===== config.mk =====
export PLATFORM = sky130hd
export DESIGN_NAME = load_store_unit
export DESIGN_NICKNAME = d
export VERILOG_FILES = /design/src/rtl/load_store_unit.sv
export SDC_FILE = /design/constraint.sdc
export NUM_CORES = 1
export LEC_CHECK = 0
export BUFFER_PORTS_ARGS = -buffer_cell sky130_fd_sc_hd__buf_2
export CORE_ASPECT_RATIO = 0.5
export CORE_UTILIZATION = 49
export CTS_CLUSTER_SIZE = 30
export DETAILED_ROUTE_END_ITERATION = 7
export PLACE_DENSITY = 0.79
export REMOVE_ABC_BUFFERS = 1
export SYNTH_ARGS = -nofsm -noshare
export SYNTH_HDL_FRONTEND = slang
export SYNTH_SLANG_ARGS = --single-unit

===== constraint.sdc =====
create_clock -name clk -period 2.6 [get_ports clk]
set_clock_uncertainty 0.15 [all_clocks]
set_input_delay 0.52 -clock clk [delete_from_list [all_inputs] [get_ports clk]]
set_output_delay 0.52 -clock clk [all_outputs]
set_load 0.02 [all_outputs]

===== src/rtl/load_store_unit.sv =====
// Load/store unit: one request at a time, drives the word-addressed byte-lane memory_map port.
// Optional LSU_MISALIGN_TRAP_EN turns misaligned H/W accesses into error responses instead of force-aligning.
module load_store_unit #(
    parameter int ADDR_W = 32,
    parameter int DATA_W = 32
) (
    input  logic              clk,
    input  logic              rst_n,
    input  logic              req_valid,
    output logic              req_ready,
    input  logic              req_we,
    input  logic [2:0]        req_funct3,
    input  logic [ADDR_W-1:0] req_addr,
    input  logic [DATA_W-1:0] req_wdata,
    output logic              rsp_valid,
    input  logic              rsp_ready,
    output logic [DATA_W-1:0] rsp_rdata,
    output logic              rsp_err,
    output logic [ADDR_W-1:0] mem_address,
    output logic [DATA_W-1:0] mem_write_data,
    output logic [3:0]        mem_write_enable,
    input  logic [DATA_W-1:0] mem_read_data
);

    // Handshakes: a request transfers on a rising edge with req_valid && req_ready,
    // a response transfers on a rising edge with rsp_valid && rsp_ready; neither
    // valid depends combinationally on the opposite ready.
    typedef enum logic [1:0] {
        IDLE   = 2'd0,
        ACCESS = 2'd1,
        WAIT   = 2'd2,
        RESP   = 2'd3
    } state_t;

    state_t state;
    state_t state_nx;

    logic              we_q;
    logic [2:0]        funct3_q;
    logic [1:0]        lane_q;
    logic [3:0]        be_q;

    logic              accept;
    logic              illegal_f3;
    logic              misaligned;
    logic              req_err;
    logic [DATA_W-1:0] st_wdata;
    logic [3:0]        st_be;
    logic [7:0]        ld_byte;
    logic [15:0]       ld_half;
    logic [DATA_W-1:0] ld_data;

    assign accept = (state == IDLE) && req_valid;

    // Unsigned sizes only exist for loads, so any 1xx store is illegal too.
    assign illegal_f3 = (req_funct3 == 3'b011) || (req_funct3 == 3'b110) ||
                        (req_funct3 == 3'b111) || (req_funct3[2] && req_we);

`ifdef LSU_MISALIGN_TRAP_EN
    assign misaligned = ((req_funct3[1:0] == 2'b01) && req_addr[0]) ||
                        ((req_funct3 == 3'b010) && (req_addr[1:0] != 2'b00));
`else
    assign misaligned = 1'b0;
`endif

    assign req_err = illegal_f3 || misaligned;

    always_comb begin
        st_wdata = req_wdata;
        st_be    = 4'b1111;
        case (req_funct3[1:0])
            2'b00: begin
                st_wdata = {4{req_wdata[7:0]}};
                st_be    = 4'b0001 << req_addr[1:0];
            end
            2'b01: begin
                st_wdata = {2{req_wdata[15:0]}};
                st_be    = req_addr[1] ? 4'b1100 : 4'b0011;
            end
            default: begin
                st_wdata = req_wdata;
                st_be    = 4'b1111;
            end
        endcase
    end

    always_comb begin
        ld_byte = mem_read_data[7:0];
        case (lane_q)
            2'd0:    ld_byte = mem_read_data[7:0];
            2'd1:    ld_byte = mem_read_data[15:8];
            2'd2:    ld_byte = mem_read_data[23:16];
            default: ld_byte = mem_read_data[31:24];
        endcase
        ld_half = lane_q[1] ? mem_read_data[31:16] : mem_read_data[15:0];
        case (funct3_q)
            3'b000:  ld_data = {{(DATA_W-8){ld_byte[7]}}, ld_byte};
            3'b100:  ld_data = {{(DATA_W-8){1'b0}}, ld_byte};
            3'b001:  ld_data = {{(DATA_W-16){ld_half[15]}}, ld_half};
            3'b101:  ld_data = {{(DATA_W-16){1'b0}}, ld_half};
            default: ld_data = mem_read_data;
        endcase
    end

    always_ff @(posedge clk or negedge rst_n) begin
        if (!rst_n) begin
            state <= IDLE;
        end else begin
            state <= state_nx;
        end
    end

    always_comb begin
        state_nx = state;
        case (state)
            IDLE:    if (req_valid) state_nx = req_err ? RESP : ACCESS;
            ACCESS:  state_nx = we_q ? RESP : WAIT;
            WAIT:    state_nx = RESP;
            RESP:    if (rsp_ready) state_nx = IDLE;
            default: state_nx = IDLE;
        endcase
    end

    // Memory-side address/data are loaded only for real accesses so they hold otherwise.
    always_ff @(posedge clk or negedge rst_n) begin
        if (!rst_n) begin
            we_q           <= 1'b0;
            funct3_q       <= 3'b000;
            lane_q         <= 2'b00;
            be_q           <= 4'b0000;
            rsp_rdata      <= '0;
            rsp_err        <= 1'b0;
            mem_address    <= '0;
            mem_write_data <= '0;
        end else if (accept) begin
            we_q      <= req_we;
            funct3_q  <= req_funct3;
            lane_q    <= req_addr[1:0];
            rsp_err   <= req_err;
            rsp_rdata <= '0;
            if (!req_err) begin
                mem_address    <= {req_addr[ADDR_W-1:2], 2'b00};
                mem_write_data <= st_wdata;
                be_q           <= st_be;
            end
        end else if (state == WAIT) begin
            rsp_rdata <= ld_data;
        end
    end

    // Decoded from the async-reset state so the enables drop the moment reset asserts.
    assign mem_write_enable = ((state == ACCESS) && we_q) ? be_q : 4'b0000;
    assign req_ready        = (state == IDLE);
    assign rsp_valid        = (state == RESP);

endmodule


* Word-level counts from Yosys, hierarchy flattened
Index checks and enable logic that the tools add are counted.
** Word-level totals
- Flip-flop bits (word level) :: 107
- Bits of input ports :: 104
- Output and inout port bits :: 103
- Logic and storage cells :: 52
** Cells by class
- Equality and inequality tests :: 14
- Shift-type cells :: 1
- Multiplexer cells :: 14
- Bitwise gates (word level) :: 1
- Reduce and logical (&&, ||, !) cells :: 13
** Operators by type and width (number)
- $pmux 32 s4 :: 1
- $mux 32 :: 2
- $pmux 32 s2 :: 1
- $pmux 8 s3 :: 1
- $mux 16 :: 1
- $eq 3x3->1 const B :: 4
- $mux 4 :: 2
- $pmux 2 s4 :: 1
- $pmux 4 s2 :: 1
- $eq 2x1->1 const B :: 3
- $eq 2x2->1 const B :: 3
- $logic_not 2->1 :: 3
- $mux 2 :: 3
- $reduce_and 2->1 :: 2
- $shl 1x2->4 const A :: 1
- $eq 3x1->1 const B :: 1
- $eq 3x2->1 const B :: 1
- $logic_and 1x1->1 :: 3
- $logic_not 3->1 :: 1
- $logic_or 1x1->1 :: 3
- $ne 2x1->1 const B :: 1
- $ne 2x2->1 const B :: 1
- $reduce_bool 2->1 :: 1
- $mux 1 :: 1
- $not 1->1 :: 1

* Logic depth before layout (Yosys ltp)
Gate-level depths: netlist of the first run.
- Depth after elaboration :: 7
- Depth in mapped cells :: 9
- Mapped depth without buffers :: 6

* Worst setup path before layout of the first run
Ideal clock, no wire load.
- Path kind :: reg-to-reg
- Start :: register state[0]
- End :: register mem_address[26]
- Library setup time :: 125 ps
- Arrival time :: 1759 ps
- Required time :: 2325 ps
- Slack :: 566 ps
- Cell stages (with the launch flop) :: 9
- Path buffers :: 3
- Clock period less this slack :: 2034 ps
- Cells stage by stage :: dfrtp_1 inv_1 ha_1 and2_1 buf_4 o21ai_2 buf_6 buf_6 mux2_4
** On the way
- Word-level cells in the longest chain between the ends :: 3
** RTL lines
- start: declaration :: line 35 : state_t state;
- start signal: assignment :: line 109 : state <= state_nx;
- $logic_not 2->1
- net req_ready :: line 10 : output logic req_ready,
- $logic_and 1x1->1 :: line 53 : assign accept = (state == IDLE) && req_valid;
- $reduce_and 2->1 (no line)
- end signal: assignment :: line 142 : mem_address <= {req_addr[ADDR_W-1:2], 2'b00};
- end: declaration :: line 19 : output logic [ADDR_W-1:0] mem_address,
The timed path passes the listed nets, and every way through them passes these cells.
A chain may end at the register's enable or synchronous reset.

* Worst setup path in the final report of the first run
- Start :: register state[0]
- End :: register mem_write_data[7]
** On the way
- Word-level cells in the longest chain between the ends :: 3
** RTL lines
- $logic_not 2->1 :: line 53
- $logic_and 1x1->1 :: line 53
- $reduce_and 2->1 (no line)
- end signal: assignment :: line 143 : mem_write_data <= st_wdata;
- end: declaration :: line 20 : output logic [DATA_W-1:0] mem_write_data,
Every way passes these cells.

==> results of run 1 <==
[sequential cells by signal (all words and copies together), names as in the netlist]
register and cells:
mem_write_data 32, rsp_rdata 32, mem_address 30, be_q 4
funct3_q 3, lane_q 2, state 2, rsp_err 1
we_q 1
[logic make-up after synthesis]
| group | Yosys count |
|---|---|
| flops | 107 |
| mux | 71 |
| compound gates | 132 |
| fa+ha+maj | 4 |
| other cells | 1 |
| buf+inv | 43 |
| simple gates | 127 |
[path summary, 6_finish.rpt]
check / startpoint / endpoint / cells after the start
hold reg to reg: mem_write_data[9]$_DFFE_PN0P_ / mem_write_data[9]$_DFFE_PN0P_ / 2
setup / recovery: state[0]$_DFFE_PN0P_ / mem_write_data[7]$_DFFE_PN0P_ / 6
setup reg to reg: state[0]$_DFFE_PN0P_ / mem_write_data[7]$_DFFE_PN0P_ / 6
min in group clk: req_we / we_q$_DFFE_PN0P_ / 3
hold / removal: rst_n / rsp_rdata[16]$_DFFE_PN0P_ / 1
max in group asynchronous: rst_n / mem_write_data[4]$_DFFE_PN0P_ / 2
[worst reg2reg max path, cell delays in order (launching register included)]
cell and delay (ns):
dfrtp_1 0.41, inv_1 0.13, ha_1 0.23, and2_1 0.45, o21ai_4 0.14, buf_4 0.28
mux2_4 0.35
[stage by stage]
step	utilization	hold WS [ns]	setup TNS (ns)	cells	setup WS, ns
after floorplan	-	0.0744	-55.04	449	-0.870
after global placement	0.618	0.306	0	806	0.465
after detailed placement	0.618	0.315	0	806	0.372
after CTS	0.649	0.125	0	822	0.345
after global routing	0.649	0.147	0	822	0.196
final	0.649	0.0944	0	822	0.340
[cell usage in the layout, fill, tap and decap left out, types with 9 or more instances in the layout]
cell type,instances
nor2b_1,24
mux2i_1,31
mux2_2,25
mux2_4,14
clkbuf_16,9
a21oi_1,29
buf_2,203
a31oi_1,24
nand2_1,54
nor2_1,23
dfrtp_1,107
buf_4,11
and3_1,11
o21ai_0,53
[area by class of cell]
class,instances,area (sq um)
clock buffer,13,280
timing repair buffer,217,1160
multi-input combinational,336,2300
inverter,6,22.5
fill,858,3590
clock inverter,3,43.8
sequential,107,2680
tap,140,175
[power by group]
part / leakage (uW) / switching [uW] / internal, uW
registers: 0.00132 / 493 / 2450
clock network: 0.000162 / 594 / 853
logic: 0.00196 / 2390 / 1560
total: 0.00345 / 3480 / 4860
[per-layer routing]
metal	vias up	routed length, um	share of wire
met3	13	852	0.064
met1	2087	5850	0.44
met2	144	6470	0.49
met5	-	0	0
met4	0	140	0.011
li1	2080	-	-
==> results.sh, run 1 <==
export IMPL_cts_setup_buffers=0
export IMPL_synth_xor_area_frac=0
export IMPL_ys_ff_latch=107
export IMPL_path_class="reg -> reg"
export IMPL_ctsResizeCount=0
export IMPL_min_period_ns=2.26
export IMPL_gr_total_overflow=0
export IMPL_grt_pass1_wl_um=20600
export IMPL_yosysUniqueCellTypes=40
export IMPL_min_period_over_period=0.869
export IMPL_cts_sinks=107
export IMPL_synth_warnings=0
export IMPL_grt_max_degree=57
export IMPL_final_nets=785
export IMPL_detail_route_antenna_nets=0
export IMPL_dr_pass1_iters=4
export IMPL_netlist_instances=485
export IMPL_finalSetupViolCount=0
export IMPL_power_leakage_uw=0.00345
export IMPL_status="finished, final reports clean"
export IMPL_maxSlewViolCount=0
export IMPL_dieArea_sq_um=11000
export IMPL_maxCapViolations=0
export IMPL_design_area_sq_um=6650
export IMPL_synthFlopType="dfrtp_1"
export IMPL_drive_gt1_frac=0.413
export IMPL_cts_made_buffers=9
export IMPL_path_cells="inv_1 -> ha_1 -> and2_1 -> o21ai_4 -> buf_4 -> mux2_4"
export IMPL_grt_pass1_vias=4035
export IMPL_hold_violations=0
export IMPL_yosys_top_cells_area="dfrtp_1 52%, mux2i_1 6.0%, mux2_2 5.4%"
export IMPL_via_count=4324
export IMPL_gp_congestion=0.867
export IMPL_p_total_uw=8330
export IMPL_drc=0
export IMPL_cts_max_level=3
export IMPL_use_met2=0.417
export IMPL_synth_compound_area_frac=0.151
export IMPL_synthAdderAreaFrac=0.00966
export IMPL_ioPinCount=207
export IMPL_cts_root_buf="clkbuf_16"
export IMPL_cp_top_family="simple AND/OR/NAND/NOR gates"
export IMPL_antenna_cells=0
export IMPL_die_h_um=74.7
export IMPL_cp_end_kind="flop"
export IMPL_met3_usage=0.0576
export IMPL_max_slew_margin=0.495
export IMPL_globalRouteMet1Util=0.315
export IMPL_cts_tree="yes"
export IMPL_clock_latency_ns=0.33
export IMPL_synthTopCellsByCount="107 x dfrtp_1, 54 x nand2_1, 53 x o21ai_0"
export IMPL_reg2reg_setup_slack_ns=0.34
export IMPL_postPlaceCellArea_sq_um=6330
export IMPL_hold_class="in -> async"
export IMPL_start_util=0.506
export IMPL_drt_iter0_drc=237
export IMPL_clockBufferDepth=2
export IMPL_synth_edf_count=0
export IMPL_clk_pin_slew_worst_paths_ns=0.07
export IMPL_path_buf_inv=2
export IMPL_muxShareOfSynthArea=0.157
export IMPL_cts_hold_buf=0
export IMPL_rsz0062_at_grt="false"
export IMPL_worstMarginPinSlew_ns=0.756
export IMPL_ys_seq_area_frac=0.517
export IMPL_synth_simple_gate_area_frac=0.121
export IMPL_synth_top_family_by_area="multiplexers"
export IMPL_slowest_delay_ns=0.45
export IMPL_hpwl_um=9590
export IMPL_async_reset_ff_frac=1.00
export IMPL_grt_total_usage=0.242
export IMPL_crit_fanout=39
export IMPL_critPathSlowestCell="and2_1"
export IMPL_yosysTopAreaCell="dfrtp_1"
export IMPL_yosysMostFrequentCell="dfrtp_1"
export IMPL_grt_busiest_layer="met2"
export IMPL_routedWlPerCell_um=16.2
export IMPL_wl_um=13300
export IMPL_synth_top_area_frac=0.517
export IMPL_antenna_found_initial=0
export IMPL_die_w_um=147
export IMPL_ir_worst_vdd_mv=0.616
export IMPL_detail_route_vias_per_cell=5.26
export IMPL_area_growth_pct=28.4
export IMPL_startpoint_type="flop"
export IMPL_syn_area_sq_um=5180
export IMPL_p_per_area_nw_per_um2=1250
export IMPL_avgSynthCellArea_sq_um=10.7
export IMPL_max_freq_mhz=443
export IMPL_floorplan_rows=26
export IMPL_core_sq_um=10200
export IMPL_cp_arrival_ns=2.33
export IMPL_cp_required_ns=2.67
export IMPL_port_buffer_count=204
Power figures use the tool's default switching activity.
==> run 2: changes to the inputs <==
--- a/config.mk
+++ b/config.mk
@@ -5,12 +5,12 @@
 export SDC_FILE = /design/constraint.sdc
 export NUM_CORES = 1
 export LEC_CHECK = 0
-export BUFFER_PORTS_ARGS = -buffer_cell sky130_fd_sc_hd__buf_2
 export CORE_ASPECT_RATIO = 0.5
-export CORE_UTILIZATION = 49
+export CORE_UTILIZATION = 44
 export CTS_CLUSTER_SIZE = 30
 export DETAILED_ROUTE_END_ITERATION = 7
-export PLACE_DENSITY = 0.79
+export DONT_BUFFER_PORTS = 1
+export PLACE_DENSITY = 0.57
 export REMOVE_ABC_BUFFERS = 1
 export SYNTH_ARGS = -nofsm -noshare
 export SYNTH_HDL_FRONTEND = slang
==> results.sh, run 2 (synthesized netlist as in run 1, its figures left out) <==
export IMPL_die_h_um=78.7
export IMPL_p_seq_frac=0.528
export IMPL_worstMarginPinSlew_ns=0.796
export IMPL_drt_iter0_drc=254
export IMPL_grt_pass1_vias=3544
export IMPL_postPlaceCellArea_sq_um=5290
export IMPL_hpwl_um=8480
export IMPL_cts_sinks=107
export IMPL_maxSlewViolCount=0
export IMPL_r2r_end="rsp_rdata[23]$_DFFE_PN0P_"
export IMPL_finish_utilization=0.498
export IMPL_power_leakage_uw=0.00254
export IMPL_area_growth_pct=7.70
export IMPL_ctsResizeCount=0
export IMPL_hold_violations=107
export IMPL_cts_root_buf="clkbuf_16"
export IMPL_startpoint_type="flop"
export IMPL_cts_tree="yes"
export IMPL_start_util=0.462
export IMPL_violations="negative hold slack"
export IMPL_final_nets=575
export IMPL_floorplan_rows=27
export IMPL_core_sq_um=11200
export IMPL_design_area_sq_um=5580
export IMPL_cp_arrival_ns=2.29
export IMPL_port_buffer_count=0
export IMPL_ir_worst_vdd_mv=0.622
export IMPL_p_per_area_nw_per_um2=1340
export IMPL_gr_total_overflow=0
export IMPL_ioPinCount=207
export IMPL_via_count=3521
export IMPL_routedWlPerCell_um=19.8
export IMPL_clk_pin_slew_worst_paths_ns=0.07
export IMPL_max_freq_mhz=457
export IMPL_final_common_cell="dfrtp_1"
export IMPL_internal_power_uw=4180
export IMPL_cp_required_ns=2.70
export IMPL_grt_total_usage=0.209
export IMPL_critPathSlowestCell="dfrtp_1"
export IMPL_rsz0062_at_grt="false"
export IMPL_pwr_share_comb=0.292
export IMPL_layout_common_cells="107 x dfrtp_1, 54 x nand2_1, 53 x o21ai_0, 31 x mux2i_1, 29 x a21oi_1"
export IMPL_drive_gt1_frac=0.153
export IMPL_detail_route_antenna_nets=0
export IMPL_p_switching_uw=3290
export IMPL_antenna_cells=0
export IMPL_setup_slack_ns=0.410
export IMPL_crit_fanout=26
export IMPL_wl_um=12500
export IMPL_path_class="reg -> reg"
export IMPL_clock_latency_ns=0.34
export IMPL_antenna_found_initial=0
export IMPL_max_slew_margin=0.469
export IMPL_multiInputGateArea_sq_um=2300
export IMPL_reg_top3="mem_write_data x32, rsp_rdata x32, mem_address x30"
export IMPL_reg2reg_setup_slack_ns=0.41
export IMPL_cts_max_level=3
export IMPL_drc=0
export IMPL_clockBufferDepth=2
export IMPL_cts_made_buffers=9
export IMPL_min_period_ns=2.19
export IMPL_gp_congestion=0.742
export IMPL_placed_cells=615
export IMPL_dieArea_sq_um=12200
export IMPL_path_cells="inv_1 -> ha_1 -> and2_1 -> buf_4 -> nor4b_2 -> o211ai_2 -> o21ai_0"
export IMPL_finalNonFillerCells=631
export IMPL_switching_share=0.440
export IMPL_dr_pass1_iters=4
export IMPL_maxCapViolations=0
export IMPL_finalSetupViolCount=0
export IMPL_hold_class="in -> async"
export IMPL_fin_hold_ws_ns=-0.285
export IMPL_seq_area_sq_um=2680
export IMPL_grt_max_degree=108
export IMPL_grt_pass1_wl_um=19500
export IMPL_die_w_um=155
export IMPL_reg2reg_depth=7
export IMPL_power_frac_clock=0.180
export IMPL_detail_route_vias_per_cell=5.58
export IMPL_cp_end_kind="flop"
export IMPL_slowest_delay_ns=0.38
export IMPL_cts_setup_buffers=0
export IMPL_status="finished with violations"
export IMPL_reg2reg_from="state[0]$_DFFE_PN0P_"
export IMPL_min_period_over_period=0.842
export IMPL_dp_worst_setup_slack_ns=0.421
export IMPL_fill_cells=1025
-- run 2: cell types whose count changed in the layout (fill, tap and decap cells not counted) --
| cell | before | now |
|---|---|---|
| bufinv_16 | 1 | 0 |
| buf_4 | 11 | 4 |
| buf_2 | 203 | 0 |
| clkinvlp_4 | 0 | 1 |
| clkinv_2 | 1 | 0 |
| inv_6 | 0 | 1 |
| inv_8 | 0 | 2 |
| clkinv_4 | 1 | 2 |
| clkbuf_8 | 4 | 1 |
-- run 2: per-layer routing --
layer  vias up  track usage  wire [um]  part of all wire
met5         -            0          0                 0
met4         0       0.0539        129             0.010
met3        11       0.0857       1260              0.10
met2       135        0.335       5730              0.46
met1      1718        0.262       5390              0.43
li1       1657            -          -                 -
-- run 2: power groups by stage --
stage               Clock, uW  Combinational (uW)  Sequential, uW
detailed placement          0                2200            3980
global placement            0                2120            3980
finish                   1340                2180            3950
floorplan                   0                1700            3780
global route             1470                2490            4050
CTS                      1400                2200            3960
-- run 2: layout make-up --
type                    count  share of cell area
repair buffers              7              0.0161
inverters                   6             0.00404
flip-flops and latches    107               0.480
clock inverters             6              0.0101
well taps                 159              0.0357
clock buffers              10              0.0428
multi-input cells         336               0.411
-- run 2: metrics by stage --
step           power, uW  setup TNS [ns]
2_1_floorplan       5480          -55.04
6_report            7470               0
3_3_place_gp        6090               0
4_1_cts             7560               0
5_1_grt             8000               0
3_5_place_dp        6180               0
-- run 2: worst max path at each step --
stage | end | cells past startpoint | start
CTS | rsp_rdata[23]$_DFFE_PN0P_ | 7 | state[0]$_DFFE_PN0P_
floorplan | mem_address[10]$_DFFE_PN0P_ | 3 | req_we
global placement | rsp_rdata[23]$_DFFE_PN0P_ | 7 | state[0]$_DFFE_PN0P_
detailed placement | rsp_rdata[23]$_DFFE_PN0P_ | 7 | state[0]$_DFFE_PN0P_
global route | rsp_rdata[23]$_DFFE_PN0P_ | 7 | state[0]$_DFFE_PN0P_
finish | rsp_rdata[23]$_DFFE_PN0P_ | 7 | state[0]$_DFFE_PN0P_
-- run 2: worst max-delay path, delay by kind of cell, from the launching register on --
| kind | cells | cell delay [ns] |
|---|---|---|
| AO/OA/AOI/OAI | 2 | 0.57 |
| adder cells (fa/ha/maj) | 1 | 0.22 |
| buffers and inverters | 2 | 0.34 |
| flip-flops | 1 | 0.38 |
| AND/OR/NAND/NOR | 2 | 0.44 |
